File: src/rtl/mem_stage_lsu_pkg.sv
// Shared RV32I pipeline types for the memory stage: the EX/MEM -> MEM/WB stage
// word, the load/store funct3 encodings, the LSU FSM state, and the byte-lane
// helpers used by the LSU. Imported as rv32i_types::* by the other files.
package rv32i_types;

  typedef logic [31:0] rv32i_word;
  typedef logic [3:0]  rv32i_mem_wmask;

  typedef enum logic [6:0] {
    op_lui   = 7'b0110111,
    op_auipc = 7'b0010111,
    op_jal   = 7'b1101111,
    op_jalr  = 7'b1100111,
    op_br    = 7'b1100011,
    op_load  = 7'b0000011,
    op_store = 7'b0100011,
    op_imm   = 7'b0010011,
    op_reg   = 7'b0110011,
    op_csr   = 7'b1110011
  } rv32i_opcode;

  typedef enum logic [2:0] {
    lb  = 3'b000,
    lh  = 3'b001,
    lw  = 3'b010,
    lbu = 3'b100,
    lhu = 3'b101
  } load_funct3_t;

  typedef enum logic [2:0] {
    sb = 3'b000,
    sh = 3'b001,
    sw = 3'b010
  } store_funct3_t;

  // LSU sequencing: IDLE accepts/passes instructions, ACCESS waits on memory.
  typedef enum logic {
    IDLE   = 1'b0,
    ACCESS = 1'b1
  } lsu_state_t;

  // Decoded control fields carried alongside the instruction.
  typedef struct packed {
    logic [6:0] opcode;
    logic [2:0] funct3;
    logic [6:0] funct7;
    logic       load_regfile;
    logic       dmem_read;
    logic       dmem_write;
    logic [4:0] rd;
  } ControlWord;

  // Datapath values carried alongside the instruction.
  typedef struct packed {
    rv32i_word pc;
    rv32i_word rs1_out;
    rv32i_word rs2_out;
    rv32i_word alu_out;
    rv32i_word data_mdr;
  } DataWord;

  typedef struct packed {
    ControlWord cw;
    DataWord    dw;
  } rv32i_stage;

  // Byte enables for a store at byte offset off within the addressed word.
  function automatic rv32i_mem_wmask wmask_gen(store_funct3_t funct3, logic [1:0] off);
    rv32i_mem_wmask mask;
    case (funct3)
      sb:      mask = 4'b0001 << off;
      sh:      mask = 4'b0011 << off;
      sw:      mask = 4'b1111;
      default: mask = 4'b0000;
    endcase
    return mask;
  endfunction

  // Move the addressed bytes of a read word down to bit 0 and extend them.
  function automatic rv32i_word load_fmt(load_funct3_t funct3, logic [1:0] off,
                                         rv32i_word rdata);
    rv32i_word shifted;
    rv32i_word result;
    shifted = rdata >> {off, 3'b000};
    case (funct3)
      lb:      result = {{24{shifted[7]}}, shifted[7:0]};
      lbu:     result = {24'h000000, shifted[7:0]};
      lh:      result = {{16{shifted[15]}}, shifted[15:0]};
      lhu:     result = {16'h0000, shifted[15:0]};
      lw:      result = shifted;
      default: result = '0;
    endcase
    return result;
  endfunction

  // Halfword accesses need an even offset, word accesses offset zero.
  // When both read and write are set the access is treated as a store.
  function automatic logic is_misaligned(logic is_store, logic [2:0] funct3,
                                         logic [1:0] off);
    logic half;
    logic word;
    if (is_store) begin
      half = (store_funct3_t'(funct3) == sh);
      word = (store_funct3_t'(funct3) == sw);
    end else begin
      half = (load_funct3_t'(funct3) == lh) || (load_funct3_t'(funct3) == lhu);
      word = (load_funct3_t'(funct3) == lw);
    end
    return (half && off[0]) || (word && (off != 2'b00));
  endfunction

endpackage

File: src/rtl/mem_stage_lsu_load_align.sv
// Load data alignment: shifts the addressed bytes of a memory word down to
// bit 0 and sign/zero-extends per the load funct3. Purely combinational so a
// future cache line-extraction path can reuse it.
module load_align
  import rv32i_types::*;
(
  input  logic [2:0] funct3_i,
  input  logic [1:0] offset_i,
  input  rv32i_word  rdata_i,
  output rv32i_word  data_o
);

  // Offset shift plus extension of the returned memory word.
  always_comb begin
    data_o = load_fmt(load_funct3_t'(funct3_i), offset_i, rdata_i);
  end

endmodule

File: src/rtl/mem_stage_lsu.sv
// Memory-stage load/store unit. Non-memory instructions pass to WB in one
// cycle; a load/store is captured into a hold register, its request is held
// on the data-memory port until dmem_resp, and the formatted result is then
// emitted toward WB. Upstream is stalled while an access is outstanding.
//
// Optional build macro LSU_MISALIGN_TRAP_EN: misaligned halfword/word accesses
// skip memory, pass through in one cycle with their writeback and memory
// enables cleared, and are flagged on misalign_o. Without it the address is
// silently word-aligned and there is no misalign_o port.
module mem_stage_lsu
  import rv32i_types::*;
#(
  parameter int unsigned ADDR_W      = 32,
  parameter bit          ALIGN_CHECK = 1'b1
) (
  input  logic              clk,
  input  logic              rst,
  input  rv32i_stage        ex_mem_i,
  input  logic              ex_mem_valid_i,
  output logic              mem_stall_o,
  output logic [ADDR_W-1:0] dmem_address,
  output logic              dmem_read,
  output logic              dmem_write,
  output logic [3:0]        dmem_wmask,
  output logic [31:0]       dmem_wdata,
  input  logic [31:0]       dmem_rdata,
  input  logic              dmem_resp,
  output rv32i_stage        mem_wb_o,
  output logic              mem_wb_valid_o
`ifdef LSU_MISALIGN_TRAP_EN
  ,
  output logic              misalign_o
`endif
);

  lsu_state_t     state_q, state_d;
  rv32i_stage     hold_q, hold_d;
  rv32i_stage     mem_wb_q, mem_wb_d;
  logic           mem_wb_valid_q, mem_wb_valid_d;
  rv32i_mem_wmask wmask_q, wmask_d;
  rv32i_word      wdata_q, wdata_d;
`ifdef LSU_MISALIGN_TRAP_EN
  logic           misalign_q, misalign_d;
`endif

  logic       in_mem_op;
  logic       in_misaligned;
  logic [1:0] in_off;
  logic       hold_is_load;
  rv32i_word  load_data;
  logic [31:0] addr_word;

  assign in_off       = ex_mem_i.dw.alu_out[1:0];
  assign in_mem_op    = ex_mem_valid_i &
                        (ex_mem_i.cw.dmem_read | ex_mem_i.cw.dmem_write);
  // A write request wins over a read, so only pure reads return load data.
  assign hold_is_load = hold_q.cw.dmem_read & ~hold_q.cw.dmem_write;

`ifdef LSU_MISALIGN_TRAP_EN
  assign in_misaligned = ALIGN_CHECK && in_mem_op &&
                         is_misaligned(ex_mem_i.cw.dmem_write,
                                       ex_mem_i.cw.funct3, in_off);
`else
  assign in_misaligned = 1'b0;
  // Alignment checking is not compiled in; ALIGN_CHECK has no effect here.
  if (ALIGN_CHECK) begin : g_align_check_unused
  end
`endif

  // The memory side only ever sees word addresses; byte lanes come from the mask.
  assign addr_word    = {hold_q.dw.alu_out[31:2], 2'b00};
  assign dmem_address = addr_word[ADDR_W-1:0];
  assign dmem_wdata   = wdata_q;

  load_align u_load_align (
    .funct3_i (hold_q.cw.funct3),
    .offset_i (hold_q.dw.alu_out[1:0]),
    .rdata_i  (dmem_rdata),
    .data_o   (load_data)
  );

  // Next-state, request and stall decode for the IDLE/ACCESS sequencer.
  always_comb begin
    // NOTE: every signal driven here gets a default first, so no path through
    // the case can leave one unassigned and infer a latch.
    state_d        = state_q;
    hold_d         = hold_q;
    wmask_d        = wmask_q;
    wdata_d        = wdata_q;
    mem_wb_d       = mem_wb_q;
    mem_wb_valid_d = 1'b0;
    mem_stall_o    = 1'b0;
    dmem_read      = 1'b0;
    dmem_write     = 1'b0;
    dmem_wmask     = '0;
`ifdef LSU_MISALIGN_TRAP_EN
    misalign_d     = 1'b0;
`endif

    case (state_q)
      IDLE: begin
        if (in_mem_op && !in_misaligned) begin
          // Capture the access; the request goes out from the hold register.
          mem_stall_o = 1'b1;
          hold_d      = ex_mem_i;
          wmask_d     = ex_mem_i.cw.dmem_write
                        ? wmask_gen(store_funct3_t'(ex_mem_i.cw.funct3), in_off)
                        : '0;
          wdata_d     = ex_mem_i.dw.rs2_out << {in_off, 3'b000};
          state_d     = ACCESS;
        end else begin
          // Non-memory (or trapped) instruction: straight through to WB.
          mem_wb_d       = ex_mem_i;
          mem_wb_valid_d = ex_mem_valid_i;
`ifdef LSU_MISALIGN_TRAP_EN
          if (in_misaligned) begin
            mem_wb_d.cw.load_regfile = 1'b0;
            mem_wb_d.cw.dmem_read    = 1'b0;
            mem_wb_d.cw.dmem_write   = 1'b0;
          end
          misalign_d = in_misaligned;
`endif
        end
      end

      ACCESS: begin
        // ex_mem_i is ignored here; everything comes from the hold register.
        dmem_write  = hold_q.cw.dmem_write;
        dmem_read   = hold_is_load;
        dmem_wmask  = wmask_q;
        mem_stall_o = ~dmem_resp;
        if (dmem_resp) begin
          mem_wb_d = hold_q;
          if (hold_is_load) begin
            mem_wb_d.dw.data_mdr = load_data;
          end
          mem_wb_valid_d = 1'b1;
          state_d        = IDLE;
        end
      end

      default: state_d = IDLE;
    endcase
  end

  // State, hold and MEM/WB registers; reset abandons any outstanding access.
  always_ff @(posedge clk) begin
    // NOTE: sequential state uses non-blocking assignments so every register
    // samples the pre-edge values of the others.
    if (rst) begin
      state_q        <= IDLE;
      hold_q         <= '0;
      wmask_q        <= '0;
      wdata_q        <= '0;
      mem_wb_q       <= '0;
      mem_wb_valid_q <= 1'b0;
    end else begin
      state_q        <= state_d;
      hold_q         <= hold_d;
      wmask_q        <= wmask_d;
      wdata_q        <= wdata_d;
      mem_wb_q       <= mem_wb_d;
      mem_wb_valid_q <= mem_wb_valid_d;
    end
  end

`ifdef LSU_MISALIGN_TRAP_EN
  // Misalignment flag registered alongside mem_wb_valid_o.
  always_ff @(posedge clk) begin
    if (rst) begin
      misalign_q <= 1'b0;
    end else begin
      misalign_q <= misalign_d;
    end
  end

  assign misalign_o = misalign_q;
`endif

  assign mem_wb_o       = mem_wb_q;
  assign mem_wb_valid_o = mem_wb_valid_q;

endmodule

File: config.mk
export PLATFORM = sky130hd
export DESIGN_NAME = mem_stage_lsu
export DESIGN_NICKNAME = d
export VERILOG_FILES = /design/src/rtl/mem_stage_lsu_pkg.sv /design/src/rtl/mem_stage_lsu_load_align.sv /design/src/rtl/mem_stage_lsu.sv
export SDC_FILE = /design/constraint.sdc
export NUM_CORES = 1
export LEC_CHECK = 0
export CAP_MARGIN = 5
export CORE_MARGIN = 8
export CORE_UTILIZATION = 57
export CTS_CLUSTER_SIZE = 25
export DETAILED_ROUTE_END_ITERATION = 10
export DONT_BUFFER_PORTS = 1
export PLACE_DENSITY_LB_ADDON = 0.3
export SYNTH_ARGS = -nofsm -noshare
export SYNTH_HDL_FRONTEND = slang
export SYNTH_SLANG_ARGS = --single-unit
File: constraint.sdc
create_clock -name clk -period 1.6 [get_ports clk]
set_clock_uncertainty 0.05 [all_clocks]
set_input_delay 0.32 -clock clk [delete_from_list [all_inputs] [get_ports clk]]
set_output_delay 0.32 -clock clk [all_outputs]
set_load 0.03 [all_outputs]
==> results of run 1 <==
[cell usage after synthesis (10+ instances only)]
master	count	area share, %
clkbuf_1	98	2.1
buf_4	32	1.4
nor2_1	227	4.8
o211ai_1	16	0.68
a21oi_1	232	6.6
mux2i_1	202	11
dfxtp_1	408	46
o221ai_2	10	0.85
nor3_1	10	0.28
a211oi_1	162	6.9
nand2_1	431	9.2
buf_2	73	2.1
nand3_1	24	0.68
o2bb2ai_1	16	0.79
[power breakdown]
group          internal (mW)  switching, mW  leakage (nW)
sequential              11.0           1.80          3.37
clock                   5.73           4.06         0.681
combinational           2.20           2.22          4.65
total                   18.9           8.08          8.70
[worst paths after layout]
| check | from | endpoint | slack (ps) | cells past startpoint |
|---|---|---|---|---|
| worst max-delay path | state_q$_SDFF_PP0_ | mem_wb_o[38]$_SDFFE_PP0P_ | -330 | 8 |
| worst min-delay path | ex_mem_i[174] | hold_q[174]$_SDFFE_PP0P_ | -130 | 2 |
| worst max register to register | state_q$_SDFF_PP0_ | mem_wb_o[38]$_SDFFE_PP0P_ | -330 | 8 |
| worst min register to register | hold_q[178]$_SDFFE_PP0P_ | hold_q[178]$_SDFFE_PP0P_ | 400 | 2 |
[routing by layer]
metal  vias to the layer above  share of wire (%)  wire [um]
met4                         0                5.9       3790
li1                       7457                  -          -
met3                       256                 12       7700
met5                         -                  0          0
met2                      1055                 47      30400
met1                      7834                 35      22400
[final cells by class]
type | instances | area [sq um]
inverters | 2 | 22.5
diodes | 3 | 7.51
repair buffers | 306 | 3950
well taps | 396 | 495
fillers | 1955 | 7560
clock inverters | 9 | 80.1
flip-flops and latches | 408 | 8180
clock buffers | 64 | 1290
multi-input cells | 1437 | 8920
[state kept, by name, summed over array words and instances, names as in the netlist]
register and flops:
mem_wb_valid_o 1, hold_q 155, dmem_address 30, wmask_q 4
state_q 1, dmem_wdata 32, mem_wb_o 185
[logic make-up after synthesis]
| kind of cell | synth area share, % |
|---|---|
| other | 0.0212 |
| muxes | 13.0 |
| and+or+nand+nor | 16.7 |
| DFF | 46.3 |
| xor gates and xnor gates | 0.0496 |
| AOI/OAI and AO/OA | 18.2 |
| buffers and inverters | 5.85 |
[repair_timing]
| action | 4_1_cts | 5_1_grt |
|---|---|---|
| endpoints found under the setup margin | 149 | 411 |
| cloned | 20 | 11 |
| buffers inserted | 24 | 13 |
| pin swaps | 32 | 19 |
| resized for setup | 101 | 78 |
| hold endpoints to repair | 399 | 398 |
| hold buffers | 121 | 11 |
[critical path, delay by kind of cell (launching register included)]
kind	cells	cell delay (ps)
and+or+nand+nor	2	250
DFF	1	360
AOI/OAI and AO/OA	2	440
buffers and inverters	4	690
==> summary.md, run 1 <==
| Metric | Value |
|---|---|
| CP max stage delay | `360 ps` |
| DR pass1 iterations | `6` |
| Wire per inst | `approximately 24 um` |
| Placed instance area | `around 0.018 sq mm` |
| Post-route ant nets | `0` |
| Pwr per Cell Area | `1180 mW/mm^2` |
| Slew HR | `approximately a third` |
| M1 GR Usage | `35.3%` |
| Layout cell share with drive strength beyond 1 | `between 15 and 20%` |
| Mapped Cells | `between 2,000 and 2,500` |
| Slew @ Worst Pin | `between 1000 and 1500 ps` |
| TritonCTS Buffers | `42` |
| Syn-to-layout area delta | `30.0%` |
| GP Congestion | `between 0.8 and 0.9` |
| Final Non-Filler Cells | `around 2,600` |
| Worst Setup End Kind | `flip-flop` |
| Mean post-synth cell area | `8.57 sq um` |
| Die X | `between 150 and 200 um` |
| Run status | `complete, but fails checks` |
| Final setup viols | `402` |
| Vias per inst | `6.32` |
| Max cap viols | `0` |
| Hold WC Path Type | `in -> reg` |
| Netlist cell types | `46` |
| First-pass GRT wire length | `approximately 90 mm` |
| CP max-delay cell | `dfxtp_4` |
| Vias | `between 15,000 and 20,000` |
| Setup TNS | `-43,230 ps` |
| Power Total | `about 27 mW` |
| Register area share after synthesis | `a little under half` |
| Place WS | `-207 ps` |
| CTS H-tree depth | `2` |
| Smallest hold slack | `-130 ps` |
| Die Area | `between 0.03 and 0.04 sq mm` |
| Met3 GRT Util | `between 10 and 15%` |
| # rows | `64` |
| RSZ-0062 raised after global routing | `yes` |
| Commonest non-fill, non-tap cell in the layout | `nand2_1` |
| Fraction of registers with async set/reset | `0%` |
| Vias in the first global route | `approximately 16,000` |
| Cell Chain, Critical Path | `and2b_4, a21oi_4, buf_12, buf_4, buf_12, buf_4, nor2_1, a211oi_1` |
| Final Hold Viols | `101` |
| Detailed Route WL | `roughly 64 mm` |
| Crit start category | `flip-flop` |
| Initial antenna violation count | `4` |
| Most used cells in the layout excluding fill and tap cells | `nand2_1, dfxtp_1, nor2_1` |
| Top FF cell, synth | `dfxtp_1` |
| Clk buf depth | `3` |
| Final period utilization | `121%` |
| Final Util | `between 70 and 80%` |
| EDFF count, synth | `0` |
| Total grt overflow | `0` |
| Die Span Y | `between 150 and 200 um` |
| Tot GR Track Use | `a little under a third` |
| Largest net degree at the start of global routing | `a little over 400` |
| Clock sink count | `between 400 and 500` |
| Hpwl dp | `~37 mm` |
| Synth Warn # | `0` |
| Top Usage Layer GRT | `met2` |
| Yosys reg bits | `408` |
| Lkg Pwr | `8.70 nW` |
| # IOs | `about 480` |
| Max Transition Viols Final | `0` |
| Crit path max fanout | `13` |
| Core area | `0.0305 sq mm` |
| Mapped Area | `roughly 0.018 sq mm` |
| CP Class | `reg -> reg` |
| Required time at the worst-slack endpoint | `1960 ps` |
| Maximum VDD drop | `roughly 0.99 mV` |
| Fin worst setup slack | `-334 ps` |
| Initial core utilization | `between 50% and 60%` |
| Drc violations | `0` |
| Port Buf Inserts | `0` |
| Worst EP arrival | `~2300 ps` |
| FMAX | `around 520 MHz` |
| CTS tree | `done` |
| Iteration-0 DRC count of the detailed router | `around 1,400` |
| Post-placement cell count | `approximately 2,400` |
| Finished Cell Area | `roughly 0.023 sq mm` |
| Fin crit period | `roughly 1900 ps` |
| Grt met2 use | `about 51%` |
| Root Buffer | `clkbuf_16` |
| Post-layout net count | `2,418` |
| Clock Latency Late Sink | `between 500 and 600 ps` |
| Failing checks | `negative hold slack, negative setup slack` |
| Clock slew at the register clock pins of the worst setup and hold paths | `about 60 ps` |
Note: power is estimated with default switching activity, not from simulation.
==> run 2: changes to the inputs <==
Settings changed: CELL_PAD_IN_SITES_DETAIL_PLACEMENT from default to 1, CELL_PAD_IN_SITES_GLOBAL_PLACEMENT from default to 2, CORE_UTILIZATION 57 to 34, SKIP_LAST_GASP from default to 1, SYNTH_HIERARCHICAL from default to 1.
==> run 2 against run 1 <==
Against the previous run:
- area after synthesis grew 5.5%
- via count grew 0.27%
- sequential share of layout area shrank 5.3 points
- fmax shrank 4.3%
- first-iteration DRC count shrank 40%
- clock power grew 15%
- die area grew 70%
- largest power group unchanged
- sequential power is essentially flat
- worst setup slack lost 86 ps
- routed wire length grew 26%
- the run ends with negative hold slack, max-slew violations, negative setup slack left
- hold slack lost 92 ps
- critical path type unchanged
==> summary.md, run 2 <==
| Metric | Value |
|---|---|
| Netlist cell types | `43 (-6.5%)` |
| Reg2Reg Setup Slack | `-420 ps (-90 ps)` |
| Failing checks | `negative hold slack, max-slew violations, negative setup slack` |
| Post-Synth Simple-Gate Area | `15.5% (-1.1 points)` |
| Max Transition Viols Final | `161 (+161)` |
| Port Buf Inserts | `0 (unchanged)` |
| EDFF count, synth | `0 (unchanged)` |
| Fin worst setup slack | `-420 ps (-86.1 ps)` |
| Die Span Y | `250 um (+30%)` |
| Iteration-0 DRC count of the detailed router | `845 (-40%)` |
| Wire per inst | `26.3 um (+7.6%)` |
| Final Non-Filler Cells | `3,063 (+17%)` |
| Required time at the worst-slack endpoint | `1950 ps (about the same)` |
| Synth Area in Adders | `0% (unchanged)` |
| Root Buffer | `clkbuf_16` |
| RSZ-0062 raised after global routing | `yes` |
| Crit start category | `flip-flop` |
| Total grt overflow | `0 (unchanged)` |
| Placed instance area | `0.0197 sq mm (+6.8%)` |
| Commonest non-fill, non-tap cell in the layout | `dfxtp_1` |
| Maximum VDD drop | `0.764 mV (-23%)` |
| CP Class | `reg -> reg` |
| Pwr per Cell Area | `1130 mW/mm^2 (-4.3%)` |
| Mapped Area | `0.0186 sq mm (+5.5%)` |
| Mapped Cells | `2,079 (+0.97%)` |
| # IOs | `478 (unchanged)` |
| Top cells by count, synth | `nand2_1, dfxtp_1, a21oi_1, nor2_1, mux2i_1` |
| Lkg Pwr | `10.2 nW (+17%)` |
| Clock slew at the register clock pins of the worst setup and hold paths | `60 ps (about the same)` |
| Worst Setup End Kind | `flip-flop` |
| Clock Latency Late Sink | `580 ps (+60 ps)` |
| Mux share of post-synthesis cell area | `12.7% (-0.26 points)` |
| Mean post-synth cell area | `8.96 sq um (+4.5%)` |
| # rows | `85 (+33%)` |
| CTS H-tree depth | `2 (unchanged)` |
| Synth Warn # | `6 (+6)` |
| Synth top area cells | `dfxtp_1, mux2i_1, a211oi_2` |
| Worst EP arrival | `2370 ps (+80 ps)` |
| Crit path max fanout | `5 (-8)` |
| Fin crit period | `2020 ps (+86.1 ps)` |
| Finished Cell Area | `0.0270 sq mm (+18%)` |
| Most common cell in the netlist | `nand2_1` |
| Final setup viols | `409 (+1.7%)` |
| GP Congestion | `0.788 (-10%)` |
| Hold WC Path Type | `in -> reg` |
| Final Hold Viols | `142 (+41%)` |
| Top FF cell, synth | `dfxtp_1` |
| Post-route ant nets | `0 (unchanged)` |
| Most used cells in the layout excluding fill and tap cells | `dfxtp_1, nand2_1, a21oi_1` |
| Slew HR | `-22.6% (-56 points)` |
| Post-placement cell count | `2,667 (+13%)` |
| Register area share after synthesis | `43.9% (-2.4 points)` |
| Run status | `complete, but fails checks` |
| FMAX | `495 MHz (-4.3%)` |
| Yosys reg bits | `408 (unchanged)` |
| Vias in the first global route | `16,500 (+4.1%)` |
| Detailed Route WL | `80.6 mm (+26%)` |
| Drc violations | `0 (unchanged)` |
| Max cap viols | `0 (unchanged)` |
| Max reg flops | `185 (unchanged)` |
| Largest net degree at the start of global routing | `409 (+1.5%)` |
| Compound-cell area share of the yosys netlist | `20.9% (+2.7 points)` |
| Syn-to-layout area delta | `45.2%` |
| Final Util | `50.1% (-25 points)` |
| Post-layout net count | `2,549 (+5.4%)` |
| Die Area | `0.0625 sq mm (+70%)` |
| Vias per inst | `5.43 (-14%)` |
| Hpwl dp | `45.1 mm (+22%)` |
| CTS tree | `done` |
| Core area | `0.0540 sq mm (+77%)` |
| TritonCTS Buffers | `48 (+14%)` |
| Vias | `16,600 (+0.27%)` |
| Area fraction of the dominant cell type after synthesis | `43.9% (-2.4 points)` |
| Clock sink count | `408 (unchanged)` |
| Layout cell share with drive strength beyond 1 | `32.0% (+15 points)` |
| Final period utilization | `126% (+5.4 points)` |
| Post-synthesis xor/xnor area fraction | `0% (-0.050 points)` |
| Initial antenna violation count | `6 (+2)` |
| Largest family of logic cells by synthesized area | `compound AO/OA/AOI/OAI gates` |
| Fraction of registers with async set/reset | `0% (unchanged)` |
| Clk buf depth | `3 (unchanged)` |
| First-pass GRT wire length | `107 mm (+16%)` |
| Cell taking the most area after synthesis | `dfxtp_1` |
| DR pass1 iterations | `5 (-1)` |
| Initial core utilization | `34.5% (-23 points)` |
| Slew @ Worst Pin | `1840 ps (+833 ps)` |
| Tot GR Track Use | `21.7% (-9.6 points)` |
| Die X | `250 um (+30%)` |
| Smallest hold slack | `-222 ps (-91.7 ps)` |
-- run 2: cell count changes in the layout (fill, tap and decap cells not counted), moves of 26 or more --
cell | before | now
nand2_2 | 6 | 50
a211oi_1 | 138 | 13
nand2_1 | 420 | 361
buf_12 | 39 | 65
nor2_1 | 225 | 137
nor2_4 | 2 | 31
nor2_2 | 2 | 55
a21oi_1 | 202 | 234
nand2_4 | 4 | 34
clkbuf_16 | 54 | 96
a211oi_2 | 23 | 153
-- run 2: path summary, 6_finish.rpt --
path                                               start                          to  depth (start not counted)
worst max register to register   hold_q[32]$_SDFFE_PP0P_   mem_wb_o[26]$_SDFFE_PP0N_                          9
worst min-delay path                                 rst  mem_wb_o[125]$_SDFFE_PP0N_                          1
worst min register to register  hold_q[116]$_SDFFE_PP0P_    hold_q[116]$_SDFFE_PP0P_                          2
worst max-delay path             hold_q[32]$_SDFFE_PP0P_   mem_wb_o[26]$_SDFFE_PP0N_                          9
-- run 2: what timing repair did --
action,in CTS,in global routing
pin swaps,45,179
gates cloned,23,55
resized for setup,110,359
endpoints found under the setup margin,226,403
buffers inserted,33,46
hold buffers,128,26
hold endpoints to repair,408,406
-- run 2: routing by layer --
metal	wire (um)	vias up	GRT usage [%]
met5	58	-	0
met4	2830	8	7.63
met3	5250	161	7.15
met2	40300	468	37.3
met1	32200	8322	25.0
li1	-	7687	-
-- run 2: kinds of logic (layout without fill, tap and decap cells) --
family | after synthesis | in the layout
buffers and inverters | 219 | 503
AO/OA/AOI/OAI | 494 | 494
flip-flops | 408 | 408
AND/OR/NAND/NOR | 724 | 724
multiplexers | 233 | 233
other | 1 | 5
-- run 2: cell type report --
cell class                 count  area, sq um
antenna                        3         7.51
clock buffer                  75         1470
clock inverter                11          116
fill                        5798        27000
inverter                       3         16.3
multi-input combinational   1453        10200
sequential                   408         8200
tap                          696          871
timing repair buffer         414         6120
-- run 2: power breakdown --
group	switching (mW)	internal (mW)	leakage, nW	total, mW
clock	4.56	6.63	0.790	11.2
sequential	1.93	11.0	3.37	12.9
combinational	2.98	3.36	6.06	6.34
total	9.47	21.0	10.2	30.4
-- run 2: per-stage QoR --
stage	setup TNS (ps)	worst slack (ps)	total power [mW]
global placement	-5730	-221	16.6
floorplan	-3640	-164	15.7
CTS	-38100	-321	29.1
detailed placement	-9800	-285	16.7
global route	-65830	-422	31.6
finish	-60580	-420	30.4
-- run 2: critical path: stages (launching register included) --
cell and delay, ps:
dfxtp_4 390, mux2_4 330, a32oi_4 230, buf_6 160
buf_12 100, buf_16 110, o211ai_1 110, mux2i_1 180
a211o_1 140, a21oi_1 50
